### src/rtl/axi_4_lite_req_arbiter_pkg.sv
// Shared AXI4-Lite widths, response codes and arbiter FSM encodings.
package axi_4_lite_req_arbiter_pkg;

  localparam int C_AXI_ADDR_WIDTH = 32;
  localparam int C_AXI_DATA_WIDTH = 32;

  localparam logic [1:0] RESP_OKAY   = 2'b00;
  localparam logic [1:0] RESP_EXOKAY = 2'b01;
  localparam logic [1:0] RESP_SLVERR = 2'b10;
  localparam logic [1:0] RESP_DECERR = 2'b11;

  typedef enum logic [2:0] {
    ARB_ST_IDLE    = 3'd0,
    ARB_ST_WR_ADDR = 3'd1,
    ARB_ST_WR_RESP = 3'd2,
    ARB_ST_RD_ADDR = 3'd3,
    ARB_ST_RD_DATA = 3'd4,
    ARB_ST_DONE    = 3'd5
  } arb_state_e;

  function automatic logic resp_is_err(input logic [1:0] resp);
    return resp != RESP_OKAY;
  endfunction

endpackage

### src/rtl/axi_4_lite_rr_picker.sv
// Combinational round-robin picker: first requester at or above the pointer,
// wrapping modulo NUM_REQ, wins.
module axi_4_lite_rr_picker #(
  parameter int NUM_REQ = 2,
  parameter int IDX_W   = $clog2(NUM_REQ)
) (
  input  logic [NUM_REQ-1:0] req_i,
  input  logic [IDX_W-1:0]   ptr_i,
  output logic [NUM_REQ-1:0] gnt_o,
  output logic [IDX_W-1:0]   idx_o,
  output logic               any_o
);

  int   cand;
  logic found;

  always_comb begin
    gnt_o = '0;
    idx_o = '0;
    found = 1'b0;
    cand  = 0;
    for (int k = 0; k < NUM_REQ; k++) begin
      cand = int'(ptr_i) + k;
      if (cand >= NUM_REQ) cand = cand - NUM_REQ;
      if (!found && req_i[cand]) begin
        found       = 1'b1;
        gnt_o[cand] = 1'b1;
        idx_o       = IDX_W'(cand);
      end
    end
    any_o = found;
  end

endmodule

### src/rtl/axi_4_lite_req_arbiter.sv
// Round-robin arbiter turning NUM_REQ single-beat register requests into
// AXI4-Lite transactions, one outstanding at a time.
module axi_4_lite_req_arbiter
  import axi_4_lite_req_arbiter_pkg::*;
#(
  parameter int NUM_REQ    = 2,
  parameter int ADDR_WIDTH = C_AXI_ADDR_WIDTH,
  parameter int DATA_WIDTH = C_AXI_DATA_WIDTH
) (
  input  logic                             M_AXI_ACLK,
  input  logic                             M_AXI_ARESET,
  input  logic [NUM_REQ-1:0]               REQ_VALID,
  input  logic [NUM_REQ-1:0]               REQ_WRITE,
  input  logic [NUM_REQ*ADDR_WIDTH-1:0]    REQ_ADDR,
  input  logic [NUM_REQ*DATA_WIDTH-1:0]    REQ_WDATA,
  input  logic [NUM_REQ*DATA_WIDTH/8-1:0]  REQ_WSTRB,
  output logic [NUM_REQ-1:0]               REQ_DONE,
  output logic [DATA_WIDTH-1:0]            RSP_RDATA,
  output logic                             RSP_ERR,
  output logic                             M_AXI_AWVALID,
  input  logic                             M_AXI_AWREADY,
  output logic [ADDR_WIDTH-1:0]            M_AXI_AWADDR,
  output logic [2:0]                       M_AXI_AWPROT,
  output logic                             M_AXI_WVALID,
  input  logic                             M_AXI_WREADY,
  output logic [DATA_WIDTH-1:0]            M_AXI_WDATA,
  output logic [DATA_WIDTH/8-1:0]          M_AXI_WSTRB,
  input  logic                             M_AXI_BVALID,
  output logic                             M_AXI_BREADY,
  input  logic [1:0]                       M_AXI_BRESP,
  output logic                             M_AXI_ARVALID,
  input  logic                             M_AXI_ARREADY,
  output logic [ADDR_WIDTH-1:0]            M_AXI_ARADDR,
  output logic [2:0]                       M_AXI_ARPROT,
  input  logic                             M_AXI_RVALID,
  output logic                             M_AXI_RREADY,
  input  logic [DATA_WIDTH-1:0]            M_AXI_RDATA,
  input  logic [1:0]                       M_AXI_RRESP
);

  localparam int STRB_WIDTH = DATA_WIDTH / 8;
  localparam int IDX_W      = $clog2(NUM_REQ);

  arb_state_e              state_q;
  logic [IDX_W-1:0]        ptr_q, ptr_d;
  logic [NUM_REQ-1:0]      gnt_q, done_q;
  logic [ADDR_WIDTH-1:0]   addr_q;
  logic [DATA_WIDTH-1:0]   wdata_q, rdata_q;
  logic [STRB_WIDTH-1:0]   wstrb_q;
  logic                    awvalid_q, wvalid_q, bready_q, arvalid_q, rready_q, err_q;

  logic [NUM_REQ-1:0]      pick_gnt;
  logic [IDX_W-1:0]        pick_idx;
  logic                    pick_any;
  logic                    aw_fin, w_fin;

  axi_4_lite_rr_picker #(.NUM_REQ(NUM_REQ), .IDX_W(IDX_W)) u_picker (
    .req_i (REQ_VALID),
    .ptr_i (ptr_q),
    .gnt_o (pick_gnt),
    .idx_o (pick_idx),
    .any_o (pick_any)
  );

  assign ptr_d  = (pick_idx == IDX_W'(NUM_REQ - 1)) ? '0 : pick_idx + 1'b1;
  // AW and W may complete in either order; each is finished once its VALID is gone or accepted now.
  assign aw_fin = ~awvalid_q | M_AXI_AWREADY;
  assign w_fin  = ~wvalid_q  | M_AXI_WREADY;

  always_ff @(posedge M_AXI_ACLK or posedge M_AXI_ARESET) begin
    if (M_AXI_ARESET) begin
      state_q   <= ARB_ST_IDLE;
      ptr_q     <= '0;
      gnt_q     <= '0;
      done_q    <= '0;
      addr_q    <= '0;
      wdata_q   <= '0;
      wstrb_q   <= '0;
      rdata_q   <= '0;
      err_q     <= 1'b0;
      awvalid_q <= 1'b0;
      wvalid_q  <= 1'b0;
      bready_q  <= 1'b0;
      arvalid_q <= 1'b0;
      rready_q  <= 1'b0;
    end else begin
      done_q <= '0;
      case (state_q)
        ARB_ST_IDLE: begin
          if (pick_any) begin
            gnt_q  <= pick_gnt;
            ptr_q  <= ptr_d;
            addr_q <= REQ_ADDR[int'(pick_idx)*ADDR_WIDTH +: ADDR_WIDTH];
            if (REQ_WRITE[pick_idx]) begin
              wdata_q   <= REQ_WDATA[int'(pick_idx)*DATA_WIDTH +: DATA_WIDTH];
              wstrb_q   <= REQ_WSTRB[int'(pick_idx)*STRB_WIDTH +: STRB_WIDTH];
              awvalid_q <= 1'b1;
              wvalid_q  <= 1'b1;
              state_q   <= ARB_ST_WR_ADDR;
            end else begin
              arvalid_q <= 1'b1;
              state_q   <= ARB_ST_RD_ADDR;
            end
          end
        end
        ARB_ST_WR_ADDR: begin
          if (M_AXI_AWREADY) awvalid_q <= 1'b0;
          if (M_AXI_WREADY)  wvalid_q  <= 1'b0;
          if (aw_fin && w_fin) begin
            bready_q <= 1'b1;
            state_q  <= ARB_ST_WR_RESP;
          end
        end
        ARB_ST_WR_RESP: begin
          if (M_AXI_BVALID) begin
            bready_q <= 1'b0;
            err_q    <= resp_is_err(M_AXI_BRESP);
            rdata_q  <= '0;
            done_q   <= gnt_q;
            state_q  <= ARB_ST_DONE;
          end
        end
        ARB_ST_RD_ADDR: begin
          if (M_AXI_ARREADY) begin
            arvalid_q <= 1'b0;
            rready_q  <= 1'b1;
            state_q   <= ARB_ST_RD_DATA;
          end
        end
        ARB_ST_RD_DATA: begin
          if (M_AXI_RVALID) begin
            rready_q <= 1'b0;
            err_q    <= resp_is_err(M_AXI_RRESP);
            rdata_q  <= M_AXI_RDATA;
            done_q   <= gnt_q;
            state_q  <= ARB_ST_DONE;
          end
        end
        ARB_ST_DONE: state_q <= ARB_ST_IDLE;
        default:     state_q <= ARB_ST_IDLE;
      endcase
    end
  end

  assign REQ_DONE      = done_q;
  assign RSP_RDATA     = rdata_q;
  assign RSP_ERR       = err_q;
  assign M_AXI_AWVALID = awvalid_q;
  assign M_AXI_AWADDR  = addr_q;
  assign M_AXI_AWPROT  = 3'b000;
  assign M_AXI_WVALID  = wvalid_q;
  assign M_AXI_WDATA   = wdata_q;
  assign M_AXI_WSTRB   = wstrb_q;
  assign M_AXI_BREADY  = bready_q;
  assign M_AXI_ARVALID = arvalid_q;
  assign M_AXI_ARADDR  = addr_q;
  assign M_AXI_ARPROT  = 3'b000;
  assign M_AXI_RREADY  = rready_q;

endmodule

### config.mk
export PLATFORM = sky130hd
export DESIGN_NAME = axi_4_lite_req_arbiter
export DESIGN_NICKNAME = d
export VERILOG_FILES = /design/src/rtl/axi_4_lite_req_arbiter_pkg.sv /design/src/rtl/axi_4_lite_rr_picker.sv /design/src/rtl/axi_4_lite_req_arbiter.sv
export SDC_FILE = /design/constraint.sdc
export NUM_CORES = 1
export LEC_CHECK = 0
export ABC_AREA = 1
export BUFFER_PORTS_ARGS = -buffer_cell sky130_fd_sc_hd__buf_2
export CAP_MARGIN = 20
export CORE_AREA = 2 2 129 131
export CTS_BUF_LIST = sky130_fd_sc_hd__clkbuf_8
export CTS_CLUSTER_SIZE = 30
export DETAILED_ROUTE_END_ITERATION = 7
export DIE_AREA = 0 0 131 133
export PLACE_DENSITY = 0.64
export RECOVER_POWER = 25
export SETUP_SLACK_MARGIN = 0.3
export SLEW_MARGIN = 10
export SYNTH_ARGS = -nofsm -noshare
export SYNTH_HDL_FRONTEND = slang
export SYNTH_HIERARCHICAL = 1
export SYNTH_SLANG_ARGS = --single-unit
### constraint.sdc
create_clock -name M_AXI_ACLK -period 5 [get_ports M_AXI_ACLK]
set_input_delay 0.75 -clock M_AXI_ACLK [delete_from_list [all_inputs] [get_ports M_AXI_ACLK]]
set_output_delay 0.75 -clock M_AXI_ACLK [all_outputs]
set_load 0.02 [all_outputs]
==> impl_metrics.env <==
export IMPL_status="finished, violations left"
export IMPL_violations="capacitance limit, slew limit"
export IMPL_antenna_found_initial=0
export IMPL_worstHoldPathCells=2
export IMPL_grt_usage_pct=18.1
export IMPL_grt_max_degree=70
export IMPL_worst_ep_required_time_ns=5.32
export IMPL_cts_resized=0
export IMPL_finalClockSkew_ns=0.00849
export IMPL_gp_congestion=0.769
export IMPL_drtAntennaViolNets=0
export IMPL_post_drt_wl_per_cell_um=13.2
export IMPL_final_cell_mix="buf_2 (304), nand2_1 (262), dfrtp_1 (114), o21ai_0 (64), inv_1 (54)"
export IMPL_r2r_cells=8
export IMPL_dieWidth_um=131
export IMPL_cts_htree_levels=4
export IMPL_hold_viol=0
export IMPL_route_detailed_drc=0
export IMPL_worst_setup_path_type="flop to flop"
export IMPL_clock_latency_ns=0.43
export IMPL_rsz0062_at_grt="no"
export IMPL_ys_seq_area_share_pct=50.3
export IMPL_finalMaxSlewViolations=70
export IMPL_area_growth_pct=30.7
export IMPL_port_buffers=322
export IMPL_worst_setup_path_start_kind="flop"
export IMPL_setup_viol=0
export IMPL_worstMarginPinSlew_ns=3.03
export IMPL_fmax_ghz=0.348
export IMPL_avgSynthCellArea_um2=8.37
export IMPL_fin_util_pct=45.9
export IMPL_netlist_area_mm2=0.00568
export IMPL_setup_tns_ns=0
export IMPL_dr_pass1_iters=5
export IMPL_vias=5223
export IMPL_initial_utilization_pct=35.1
export IMPL_worstReg2RegEnd="RSP_RDATA[17]"
export IMPL_min_from="M_AXI_WDATA[21]"
export IMPL_max_cap_violations=1
export IMPL_filler_cell_count=1618
export IMPL_coreArea_mm2=0.0162
export IMPL_regToRegSetupSlack_ns=2.13
export IMPL_rows=47
export IMPL_clockBufferDepth=2
export IMPL_hpwlAfterDp_um=11500
export IMPL_hold_end="M_AXI_WDATA[21]"
export IMPL_viasPerCell=4.40
export IMPL_num_antenna_cells=0
export IMPL_grt_pass1_wl_um=24300
export IMPL_layout_cells_most_common="buf_2"
export IMPL_slew_headroom_pct=-103
export IMPL_ios=329
export IMPL_crit_fanout=35
export IMPL_hold_path_class="flop to flop"
export IMPL_fin_area_mm2=0.00742
export IMPL_drtIter0Drc=273
export IMPL_layout_drive_gt1_share_pct=39.5
export IMPL_wl_um=15700
export IMPL_cp_arrival_ns=3.19
export IMPL_dp_cells=1157
export IMPL_die_h_um=133
export IMPL_rr_startpoint="state_q[0]"
export IMPL_irDropWorstVdd_mv=0.235
export IMPL_cts_hold_buf=0
export IMPL_power_density_mw_per_mm2=605
export IMPL_finalCriticalPeriod_ns=2.87
export IMPL_placedInstanceArea_mm2=0.00710
export IMPL_period_share_pct=57.4
export IMPL_cts_root_buffer="clkbuf_8"
export IMPL_dieArea_mm2=0.0174
export IMPL_leakagePower_nw=4.31
export IMPL_netlist_instances=678
export IMPL_cts_inserted_buffers=17
export IMPL_end_kind="flop"
export IMPL_overflow=0
export IMPL_grt_pass1_vias=4892
export IMPL_cts_tree="built"
export IMPL_clk_pin_slew_ns=0.07
export IMPL_cts_setup_buffers=0
export IMPL_yosysWarningCount=6
export IMPL_clock_sinks=114
export IMPL_final_nets=1139
export IMPL_stdcell_count=1188
export IMPL_ys_ff_latch=114
export IMPL_ys_types=25
stage by stage:
stage	worst slack, ns	power (mW)	hold slack (ns)
3_5_place_dp	1.62	3.77	0.455
2_1_floorplan	1.23	3.21	0.457
3_3_place_gp	1.71	3.73	0.451
5_1_grt	1.62	4.85	0.493
4_1_cts	2.09	4.57	0.472
6_report	2.13	4.49	0.470
cell type report:
cell class	count	area [µm²]	area share (%)
flip-flops and latches	114	2850	38.4
repair buffers	326	1620	21.8
clock buffers	19	262	3.52
clock inverters	12	95.1	1.28
multi-input cells	441	2100	28.4
well taps	220	275	3.71
inverters	56	211	2.85
worst max-delay path by stage:
| stage | startpoint | to | slack, ns | cells after the start |
|---|---|---|---|---|
| 2_1_floorplan | M_AXI_ARESET | M_AXI_ARADDR[0] | 1.23 | 1 |
| 3_3_place_gp | REQ_VALID[1] | M_AXI_WSTRB[1] | 1.71 | 10 |
| 3_5_place_dp | REQ_VALID[1] | M_AXI_WDATA[14] | 1.62 | 10 |
| 4_1_cts | ptr_q | M_AXI_WSTRB[1] | 2.09 | 9 |
| 5_1_grt | M_AXI_ARESET | M_AXI_ARADDR[11] | 1.62 | 3 |
| 6_report | state_q[0] | RSP_RDATA[17] | 2.13 | 8 |
flip-flops by register name, indices dropped and copies added (netlist names), 2 cells and up:
| register | cells |
|---|---|
| M_AXI_WSTRB | 4 |
| REQ_DONE | 2 |
| state_q | 3 |
| RSP_RDATA | 32 |
| gnt_q | 2 |
| M_AXI_ARADDR | 32 |
| M_AXI_WDATA | 32 |
cells in the mapped netlist (all sizes together):
library cell	n	area (µm²)
conb	1	3.75
nand2	264	996
inv	56	210
nor3	2	10.0
mux2	36	405
or2	1	6.26
o21ai	74	370
a21oi	6	30.0
clkbuf	9	35.0
buf	63	493
nand4	1	6.26
nand3	38	190
nor2	13	66.3
dfrtp	114	2850
per-layer routing:
metal,vias up,GRT usage [%],share of wire [%]
met5,-,0,0
met4,0,7.98,2.5
met3,27,5.01,7.0
met2,236,27.6,47
met1,2318,23.8,44
li1,2642,-,-
worst max-delay path, stage by stage, from the launching register on:
cell and delay (ns):
dfrtp_1 0.42, nor2_1 0.30, nand2_1 0.17, inv_2 0.48, nand2_1 0.17, nand2_2 0.52, inv_2 0.44, nand2_1 0.17
nand2_1 0.06
cell families (layout without fill, tap and decap cells):
kind of cell	after synthesis	count (layout)	synth area share, %
buffers and inverters	128	413	13.0
and+or+nand+nor	319	319	22.5
muxes	36	36	7.14
other	1	6	0.0661
DFF	114	114	50.3
AOI/OAI and AO/OA	80	80	7.05
report_power, final:
part | leakage [nW] | total [mW] | internal [mW] | switching (mW)
logic | 2.68 | 2.12 | 0.673 | 1.44
registers | 1.45 | 1.59 | 1.33 | 0.265
clock network | 0.183 | 0.782 | 0.407 | 0.375
No activity file was read; power rests on OpenSTA's default activity.
